$ cat config.mk
export PLATFORM = sky130hd
export DESIGN_NAME = pwm_capture
export DESIGN_NICKNAME = d
export VERILOG_FILES = /design/src/rtl/pwm_capture.sv
export SDC_FILE = /design/constraint.sdc
export NUM_CORES = 1
export LEC_CHECK = 0
export CORE_MARGIN = 2
export CORE_UTILIZATION = 23
export CTS_CLUSTER_SIZE = 40
export DETAILED_ROUTE_END_ITERATION = 10
export PLACE_DENSITY = 0.35
export SETUP_SLACK_MARGIN = 0.3
export SYNTH_ARGS = -nofsm -noshare
export SYNTH_HDL_FRONTEND = slang
export SYNTH_SLANG_ARGS = --single-unit
$ cat constraint.sdc
create_clock -name CLK -period 2.4 [get_ports CLK]
set_input_delay 0.72 -clock CLK [delete_from_list [all_inputs] [get_ports CLK]]
set_output_delay 0.72 -clock CLK [all_outputs]
set_load 0.005 [all_outputs]
$ cat src/rtl/pwm_capture.sv
// rtl/pwm_capture.sv - PWM period/high-time capture with shape check, lock and stuck-line timeout
// Counts in CLK cycles between synchronised edges; results update once per completed period.

module pwm_capture #(
  parameter int CNT_BITS   = 8,
  parameter int EXP_PERIOD = 10,
  parameter int EXP_HIGH   = 7,
  parameter int TOL        = 0,
  parameter int LOCK_COUNT = 3
) (
  input  logic                CLK,
  input  logic                RST_N,
  input  logic                ENABLE,
  input  logic                PWM_IN,
  output logic [CNT_BITS-1:0] PERIOD,
  output logic [CNT_BITS-1:0] HIGH_TIME,
  output logic                VALID,
  output logic                MATCH,
  output logic                LOCKED,
  output logic                TIMEOUT,
  output logic                STUCK_LEVEL
);

  localparam int                  W1      = CNT_BITS + 1;
  localparam logic [CNT_BITS-1:0] CNT_MAX = '1;
  localparam logic [CNT_BITS-1:0] CNT_ONE = CNT_BITS'(1);
  localparam logic [W1-1:0]       EXP_P_W = W1'(EXP_PERIOD);
  localparam logic [W1-1:0]       EXP_H_W = W1'(EXP_HIGH);
  localparam logic [W1-1:0]       TOL_W   = W1'(TOL);
  localparam logic [3:0]          LOCK_W  = 4'(LOCK_COUNT);

  typedef enum logic [1:0] {ST_IDLE, ST_HIGH, ST_LOW} state_e;

  state_e              state_q, state_d;
  logic                sync1_q, sync1_d;
  logic                pwm_s_q, pwm_s_d;
  logic                pwm_d_q, pwm_d_d;
  logic [CNT_BITS-1:0] per_cnt_q, per_cnt_d;
  logic [CNT_BITS-1:0] hi_cnt_q, hi_cnt_d;
  logic [CNT_BITS-1:0] hi_hold_q, hi_hold_d;
  logic [CNT_BITS-1:0] period_q, period_d;
  logic [CNT_BITS-1:0] high_time_q, high_time_d;
  logic                valid_q, valid_d;
  logic                match_q, match_d;
  logic                locked_q, locked_d;
  logic                timeout_q, timeout_d;
  logic                stuck_q, stuck_d;
  logic [3:0]          streak_q, streak_d;

  logic                rise, fall, stuck_now, match_now;
  logic [CNT_BITS-1:0] per_inc, hi_inc;

  function automatic logic [W1-1:0] abs_diff(input logic [W1-1:0] a, input logic [W1-1:0] b);
    return (a >= b) ? (a - b) : (b - a);
  endfunction

  always_comb begin
    rise      = pwm_s_q & ~pwm_d_q;
    fall      = ~pwm_s_q & pwm_d_q;
    per_inc   = (per_cnt_q == CNT_MAX) ? CNT_MAX : per_cnt_q + CNT_ONE;
    hi_inc    = (hi_cnt_q == CNT_MAX) ? CNT_MAX : hi_cnt_q + CNT_ONE;
    // A same-cycle edge takes precedence over the saturation timeout.
    stuck_now = (per_cnt_q == CNT_MAX) && !rise && !fall;
    match_now = (abs_diff({1'b0, per_cnt_q}, EXP_P_W) <= TOL_W) &&
                (abs_diff({1'b0, hi_hold_q}, EXP_H_W) <= TOL_W);

    sync1_d     = PWM_IN;
    pwm_s_d     = sync1_q;
    pwm_d_d     = pwm_s_q;
    state_d     = state_q;
    per_cnt_d   = per_cnt_q;
    hi_cnt_d    = hi_cnt_q;
    hi_hold_d   = hi_hold_q;
    period_d    = period_q;
    high_time_d = high_time_q;
    valid_d     = 1'b0;
    match_d     = match_q;
    timeout_d   = 1'b0;
    stuck_d     = stuck_q;
    streak_d    = streak_q;
    locked_d    = locked_q | (streak_q == LOCK_W);

    if (valid_q) begin
      if (match_q) begin
        if (streak_q < LOCK_W) streak_d = streak_q + 4'd1;
      end else begin
        streak_d = 4'd0;
        locked_d = 1'b0;
      end
    end

    if (!ENABLE) begin
      state_d   = ST_IDLE;
      per_cnt_d = '0;
      hi_cnt_d  = '0;
      streak_d  = 4'd0;
      locked_d  = 1'b0;
    end else begin
      case (state_q)
        ST_IDLE: begin
          per_cnt_d = '0;
          hi_cnt_d  = '0;
          if (rise) begin
            state_d   = ST_HIGH;
            per_cnt_d = CNT_ONE;
            hi_cnt_d  = CNT_ONE;
          end
        end
        ST_HIGH, ST_LOW: begin
          if (stuck_now) begin
            state_d   = ST_IDLE;
            per_cnt_d = '0;
            hi_cnt_d  = '0;
            timeout_d = 1'b1;
            stuck_d   = pwm_s_q;
            streak_d  = 4'd0;
            locked_d  = 1'b0;
          end else begin
            per_cnt_d = rise ? CNT_ONE : per_inc;
            if (state_q == ST_HIGH) begin
              hi_cnt_d = hi_inc;
              if (fall) begin
                hi_hold_d = hi_cnt_q;
                state_d   = ST_LOW;
              end
            end else if (rise) begin
              period_d    = per_cnt_q;
              high_time_d = hi_hold_q;
              valid_d     = 1'b1;
              match_d     = match_now;
              hi_cnt_d    = CNT_ONE;
              state_d     = ST_HIGH;
            end
          end
        end
        default: state_d = ST_IDLE;
      endcase
    end
  end

  always_ff @(posedge CLK or negedge RST_N) begin
    if (!RST_N) begin
      state_q     <= ST_IDLE;
      sync1_q     <= 1'b0;
      pwm_s_q     <= 1'b0;
      pwm_d_q     <= 1'b0;
      per_cnt_q   <= '0;
      hi_cnt_q    <= '0;
      hi_hold_q   <= '0;
      period_q    <= '0;
      high_time_q <= '0;
      valid_q     <= 1'b0;
      match_q     <= 1'b0;
      locked_q    <= 1'b0;
      timeout_q   <= 1'b0;
      stuck_q     <= 1'b0;
      streak_q    <= 4'd0;
    end else begin
      state_q     <= state_d;
      sync1_q     <= sync1_d;
      pwm_s_q     <= pwm_s_d;
      pwm_d_q     <= pwm_d_d;
      per_cnt_q   <= per_cnt_d;
      hi_cnt_q    <= hi_cnt_d;
      hi_hold_q   <= hi_hold_d;
      period_q    <= period_d;
      high_time_q <= high_time_d;
      valid_q     <= valid_d;
      match_q     <= match_d;
      locked_q    <= locked_d;
      timeout_q   <= timeout_d;
      stuck_q     <= stuck_d;
      streak_q    <= streak_d;
    end
  end

  assign PERIOD      = period_q;
  assign HIGH_TIME   = high_time_q;
  assign VALID       = valid_q;
  assign MATCH       = match_q;
  assign LOCKED      = locked_q;
  assign TIMEOUT     = timeout_q;
  assign STUCK_LEVEL = stuck_q;

endmodule

# [Word level (Yosys, flattened, before mapping)]
# Index checks and enable logic that the tools add are counted.
[totals] reg_bits=54 elab_cells=92
[op_classes] n_addsub=7 n_lt_le_gt_ge=5 eq_ne=8 n_mux=39 bitwise=7 reduce_logical=11
[ops] op="2-to-1 mux 8 bit" count=9
[ops] op="one-hot mux 8 bit (2 select lines)" count=2
[ops] op="2-to-1 mux 4 bit" count=6
[ops] op="less-or-equal comparator 9 x 1 -> 1 bit (second input constant)" count=2
[ops] op="2-to-1 mux 9 bit" count=2
[ops] op="adder 8 x 1 -> 8 bit (second input constant)" count=2
[ops] op="equality test 8 bit (second input constant)" count=2
[ops] op="2-to-1 mux 1 bit" count=14
[ops] op="2-to-1 mux 2 bit" count=5
[ops] op="!= test 5 bit (second input constant)" count=2
[ops] op="AND reduction 5 bit" count=2
[ops] op="subtractor 3 x 8 -> 9 bit (first input constant)" count=1
[ops] op="subtractor 4 x 8 -> 9 bit (first input constant)" count=1
[ops] op="subtractor 8 x 3 -> 9 bit (second input constant)" count=1
[ops] op="subtractor 8 x 4 -> 9 bit (second input constant)" count=1
[ops] op="greater-or-equal comparator 8 x 3 -> 1 bit (second input constant)" count=1
[ops] op="greater-or-equal comparator 8 x 4 -> 1 bit (second input constant)" count=1
[ops] op="adder 4 x 1 -> 4 bit (second input constant)" count=1
[ops] op="equality test 4 x 2 -> 1 bit (second input constant)" count=1
[ops] op="less-than comparator 4 x 2 -> 1 bit (second input constant)" count=1
[ops] op="NOT 1 bit" count=4
[ops] op="one-hot mux 2 bit (2 select lines)" count=1
[ops] op="logical AND 1 bit" count=3
[ops] op="!= test 3 x 1 -> 1 bit (second input constant)" count=1
[ops] op="other kinds (9)" count=11

# [Logic depth before layout (Yosys ltp)]
[depth] depth_word=8 ltp_mapped=9 mapped_depth_nobuf=7

# [Worst setup path before layout]
# OpenSTA, ideal clock, no wires.
[synth_path] kind="register to register" startpoint="register state_q[1]" endpoint="register high_time_q[5] (netlist: HIGH_TIME[5])" t_arrival_ns=1.937 setup_slack_ns=0.338 path_stages_with_launch=8 path_buffers=1 synth_period_minus_slack_ns=2.062 path_cell_list="dfrtp_1 > inv_1 > ha_1 > nand2_1 > or2_2 > nor2_2 > buf_2 > mux2_2"
[synth_via] elab_chain_len=3 elab_cells_between_ends=5
[synth_rtl] item="start: declaration" line="34" text="state_e state_q, state_d;"
[synth_rtl] item="start signal: assignment" line="159" text="state_q <= state_d;"
[synth_rtl] item="equality test 2 x 1 -> 1 bit or equality test 2 bit (tied branches)" line="99, 120"
[synth_rtl] item="OR reduction 2 bit or NOT 1 bit (tied branches)"
[synth_rtl] item="AND reduction 5 bit (no source line) *"
[synth_rtl] item="end signal: assignment" line="167" text="high_time_q <= high_time_d;"
[synth_rtl] item="end: declaration" line="42" text="logic [CNT_BITS-1:0] high_time_q, high_time_d;"
# Every way passes the cells marked *; elsewhere a longest branch is shown, timed or not.
# A chain may end at the register's enable or synchronous reset.

# [Final worst setup path]
[layout_path] startpoint="register state_q[1]" endpoint="register period_q[0] (netlist: PERIOD[0])"
[layout_via] elab_chain_len=3 elab_cells_between_ends=5
[layout_rtl] item="equality test 2 x 1 -> 1 bit or equality test 2 bit (tied branches)" line="99, 120"
[layout_rtl] item="OR reduction 2 bit or NOT 1 bit (tied branches)"
[layout_rtl] item="AND reduction 5 bit (no source line) *"
[layout_rtl] item="end signal: assignment" line="166" text="period_q <= period_d;"
[layout_rtl] item="end: declaration" line="41" text="logic [CNT_BITS-1:0] period_q, period_d;"
# Marks and branches as above.

==> results.json <==
{
  "hold_class": "flip-flop to flip-flop",
  "synth_warnings": 0,
  "layout-drive-gt1-share_pct": 19.1,
  "criticalPathCategory": "flip-flop to flip-flop",
  "row_count": 40,
  "placed_area_sq_um": 3400,
  "postSynthNetCount": 303,
  "die_width_um": 115,
  "area_growth_pct": 27.8,
  "ys_seq_elements": 54,
  "routed_wire_length_per_instance_um": 15.4,
  "critical_path.endpoint_type": "flip-flop",
  "p_leak_nw": 1.65,
  "htreeDepth": 2,
  "hpwl_dp_um": 5180,
  "ys_types": 48,
  "placed_cells_incl_taps": 468,
  "vias": 2221,
  "maximum_clock_insertion_buffer_count": 2,
  "global_route_wire_length_before_repair_um": 12300,
  "die_height_um": 115,
  "cts_tree": "yes",
  "post_cts_hold_buffer_count": 0,
  "worst_path_max_delay_cell": "sky130_fd_sc_hd__dfrtp_1",
  "finalNetCount": 348,
  "worstPathArrival_ps": 2160,
  "timing.final.ws_setup_ps": 422,
  "tightestPinTransition_ps": 711,
  "asr_flop_ratio_synth_pct": 100,
  "syn_avg_cell_area_sq_um": 9.96,
  "antennaDiodeCount": 0,
  "synthFlopType": "sky130_fd_sc_hd__dfrtp_1",
  "final_worst_path_cycle_share_pct": 82.4,
  "timing_hold_violations_final": 0,
  "grt_usage_pct": 12.0,
  "floorplan.core_area_sq_um": 12000,
  "i_o_pin_count": 25,
  "ir_drop_v": 0.000298,
  "grt_antenna_before_repair": 0,
  "post-route-min-period_ps": 1980,
  "finalWirelength_um": 7330,
  "cts-root-buf": "sky130_fd_sc_hd__clkbuf_16",
  "power_per_cell_area_nw_per_um2": 571,
  "stdcell_area_sq_um": 3630,
  "initial_utilization_pct": 23.6,
  "number_of_nets_still_failing_antenna_checks_after_routing": 0,
  "clkLatencyLatePin_ps": 300,
  "detail_route.iter0.violations": 75,
  "whs_ps": 352,
  "placer_congestion": 0.763,
  "achievable-frequency_mhz": 505,
  "cts.sink_count": 54,
  "timing.max_cap.violations": 0,
  "maxSlewViolCount": 0,
  "drc": 0,
  "slowest_delay_ps": 390,
  "overflow": 0,
  "detail_routed_via_count_per_cell": 4.66,
  "timing.max_slew.rel_slack_pct": 52.6,
  "status": "finished clean",
  "synth.yosys.seq_area_share_pct": 47.6,
  "finish.cell_count_without_fillers": 477,
  "crit_fanout": 8,
  "crit_path_cell_trace": "inv_1 > ha_1 > nand2_1 > or2_4 > nor2_4 > bufbuf_16 > mux2_2",
  "fin_worst_skew_ps": 4.35,
  "synth_enable_flop_cells": 0,
  "cts.clk_slew.worst_paths_ps": 70,
  "buffer_ports.inserted": 24,
  "synth.cell_area_sq_um": 2840,
  "first_global_vias": 2286,
  "drt_pass1_iterations": 4,
  "cp.required_ps": 2590,
  "place_ws_ps": -43.2,
  "start_kind": "flip-flop",
  "grt_setup_unrepaired": "no",
  "cts-buffers-inserted": 5,
  "die-area_sq_um": 13200,
  "syn_inst": 285,
  "maximum_number_of_pins_on_one_net_before_global_route_repair": 29,
  "setup_viol": 0
}
-- through the flow --
| step | total power, mW | utilization, % | setup TNS (ps) |
|---|---|---|---|
| finish | 2.07 | 30.2 | 0 |
| floorplan | 1.09 | - | 0 |
| CTS | 2.10 | 30.1 | 0 |
| global placement | 1.22 | 28.3 | -596 |
| global route | 2.16 | 30.2 | 0 |
| detailed placement | 1.22 | 28.3 | -589 |
-- synth_stat cells, types with 2 or more instances --
cell                       number  area, sq um
sky130_fd_sc_hd__dfrtp_1       54         1350
sky130_fd_sc_hd__o21ai_0       29          145
sky130_fd_sc_hd__nor2_1        26         97.6
sky130_fd_sc_hd__mux2_2        23          259
sky130_fd_sc_hd__nand2_1       22         82.6
sky130_fd_sc_hd__a21oi_1       19         95.1
sky130_fd_sc_hd__inv_1         18         67.6
sky130_fd_sc_hd__ha_1          14          175
sky130_fd_sc_hd__nand3_1        8         40.0
sky130_fd_sc_hd__clkbuf_1       6         22.5
sky130_fd_sc_hd__nand4_1        6         37.5
sky130_fd_sc_hd__and3_1         5         31.3
sky130_fd_sc_hd__nor3_1         4         20.0
sky130_fd_sc_hd__nor2b_1        3         18.8
sky130_fd_sc_hd__nor4_1         3         18.8
sky130_fd_sc_hd__o31ai_1        3         22.5
sky130_fd_sc_hd__xor2_1         3         26.3
sky130_fd_sc_hd__a41oi_1        2         17.5
sky130_fd_sc_hd__and2_1         2         12.5
sky130_fd_sc_hd__buf_2          2         10.0
sky130_fd_sc_hd__mux2i_1        2         20.0
sky130_fd_sc_hd__nand2b_1       2         12.5
sky130_fd_sc_hd__o21a_1         2         15.0
sky130_fd_sc_hd__o22a_1         2         17.5
sky130_fd_sc_hd__or2_2          2         12.5
-- what timing repair did --
item | 4_1_cts | 5_1_grt
buffers inserted | 1 | 0
pin swaps | 1 | 0
endpoints found under the setup margin | 17 | 2
resized for setup | 3 | 2
cloned | 1 | 0
-- per-layer routing --
metal,wire [um],up-vias,track usage (%)
li1,-,1103,-
met1,3830,1082,17.2
met2,3230,28,18.2
met3,176,8,2.42
met4,97,0,3.86
met5,0,-,0
-- sequential cells by signal (all words and copies together), names as in the netlist --
signal       count
HIGH_TIME        8
PERIOD           8
hi_cnt_q         8
hi_hold_q        8
per_cnt_q        8
streak_q         4
state_q          2
LOCKED           1
MATCH            1
STUCK_LEVEL      1
TIMEOUT          1
VALID            1
pwm_d_d          1
pwm_d_q          1
pwm_s_d          1
-- cell type report --
cell class | instances | area, sq um
Fill cell | 1276 | 8380
Clock inverter | 1 | 30.0
Clock buffer | 6 | 139
Tap cell | 147 | 184
Sequential cell | 54 | 1350
Multi-Input combinational cell | 204 | 1400
Inverter | 18 | 67.6
Timing Repair Buffer | 47 | 457
-- cells by family after synthesis --
kind of cell	synth area share (%)
and+or+nand+nor	16.2
adders and majority gates	6.57
xor gates and xnor gates	1.23
muxes	9.83
buffers and inverters	3.66
DFF	47.6
AOI/OAI and AO/OA	14.9
-- power by group --
group,total [mW],switching [mW],internal [mW]
clock,0.865,0.349,0.516
combinational,0.228,0.118,0.110
sequential,0.976,0.0283,0.948
total,2.07,0.495,1.57
-- path summary, 6_finish.rpt --
| kind | from | to | slack (ps) | cells past startpoint |
|---|---|---|---|---|
| setup / recovery | state_q[1] | PERIOD[0] | 420 | 7 |
| hold / removal | pwm_s_d | pwm_d_d | 350 | 0 |
| setup reg to reg | state_q[1] | PERIOD[0] | 420 | 7 |
| hold reg to reg | pwm_s_d | pwm_d_d | 350 | 0 |
| max in group asynchronous | RST_N | hi_hold_q[2] | 1330 | 2 |
| min in group asynchronous | RST_N | streak_q[0] | 470 | 1 |
-- cell usage in the layout (no fill, tap or decap), types with 14 or more instances in the layout --
cell and count:
sky130_fd_sc_hd__nor2_1 26, sky130_fd_sc_hd__nand2_1 22, sky130_fd_sc_hd__clkdlybuf4s50_1 22, sky130_fd_sc_hd__dfrtp_1 53, sky130_fd_sc_hd__a21oi_1 19, sky130_fd_sc_hd__inv_1 18
sky130_fd_sc_hd__ha_1 14, sky130_fd_sc_hd__mux2_2 23, sky130_fd_sc_hd__buf_4 20, sky130_fd_sc_hd__o21ai_0 29
-- worst max-delay path: cells and delay by family (launching register included) --
kind	cells	cell delay [ps]
AND/OR/NAND/NOR	3	460
buffers and inverters	2	390
multiplexers	1	330
flip-flops	1	390
adder cells (fa/ha/maj)	1	300
Note: power is estimated with default switching activity, not from simulation.
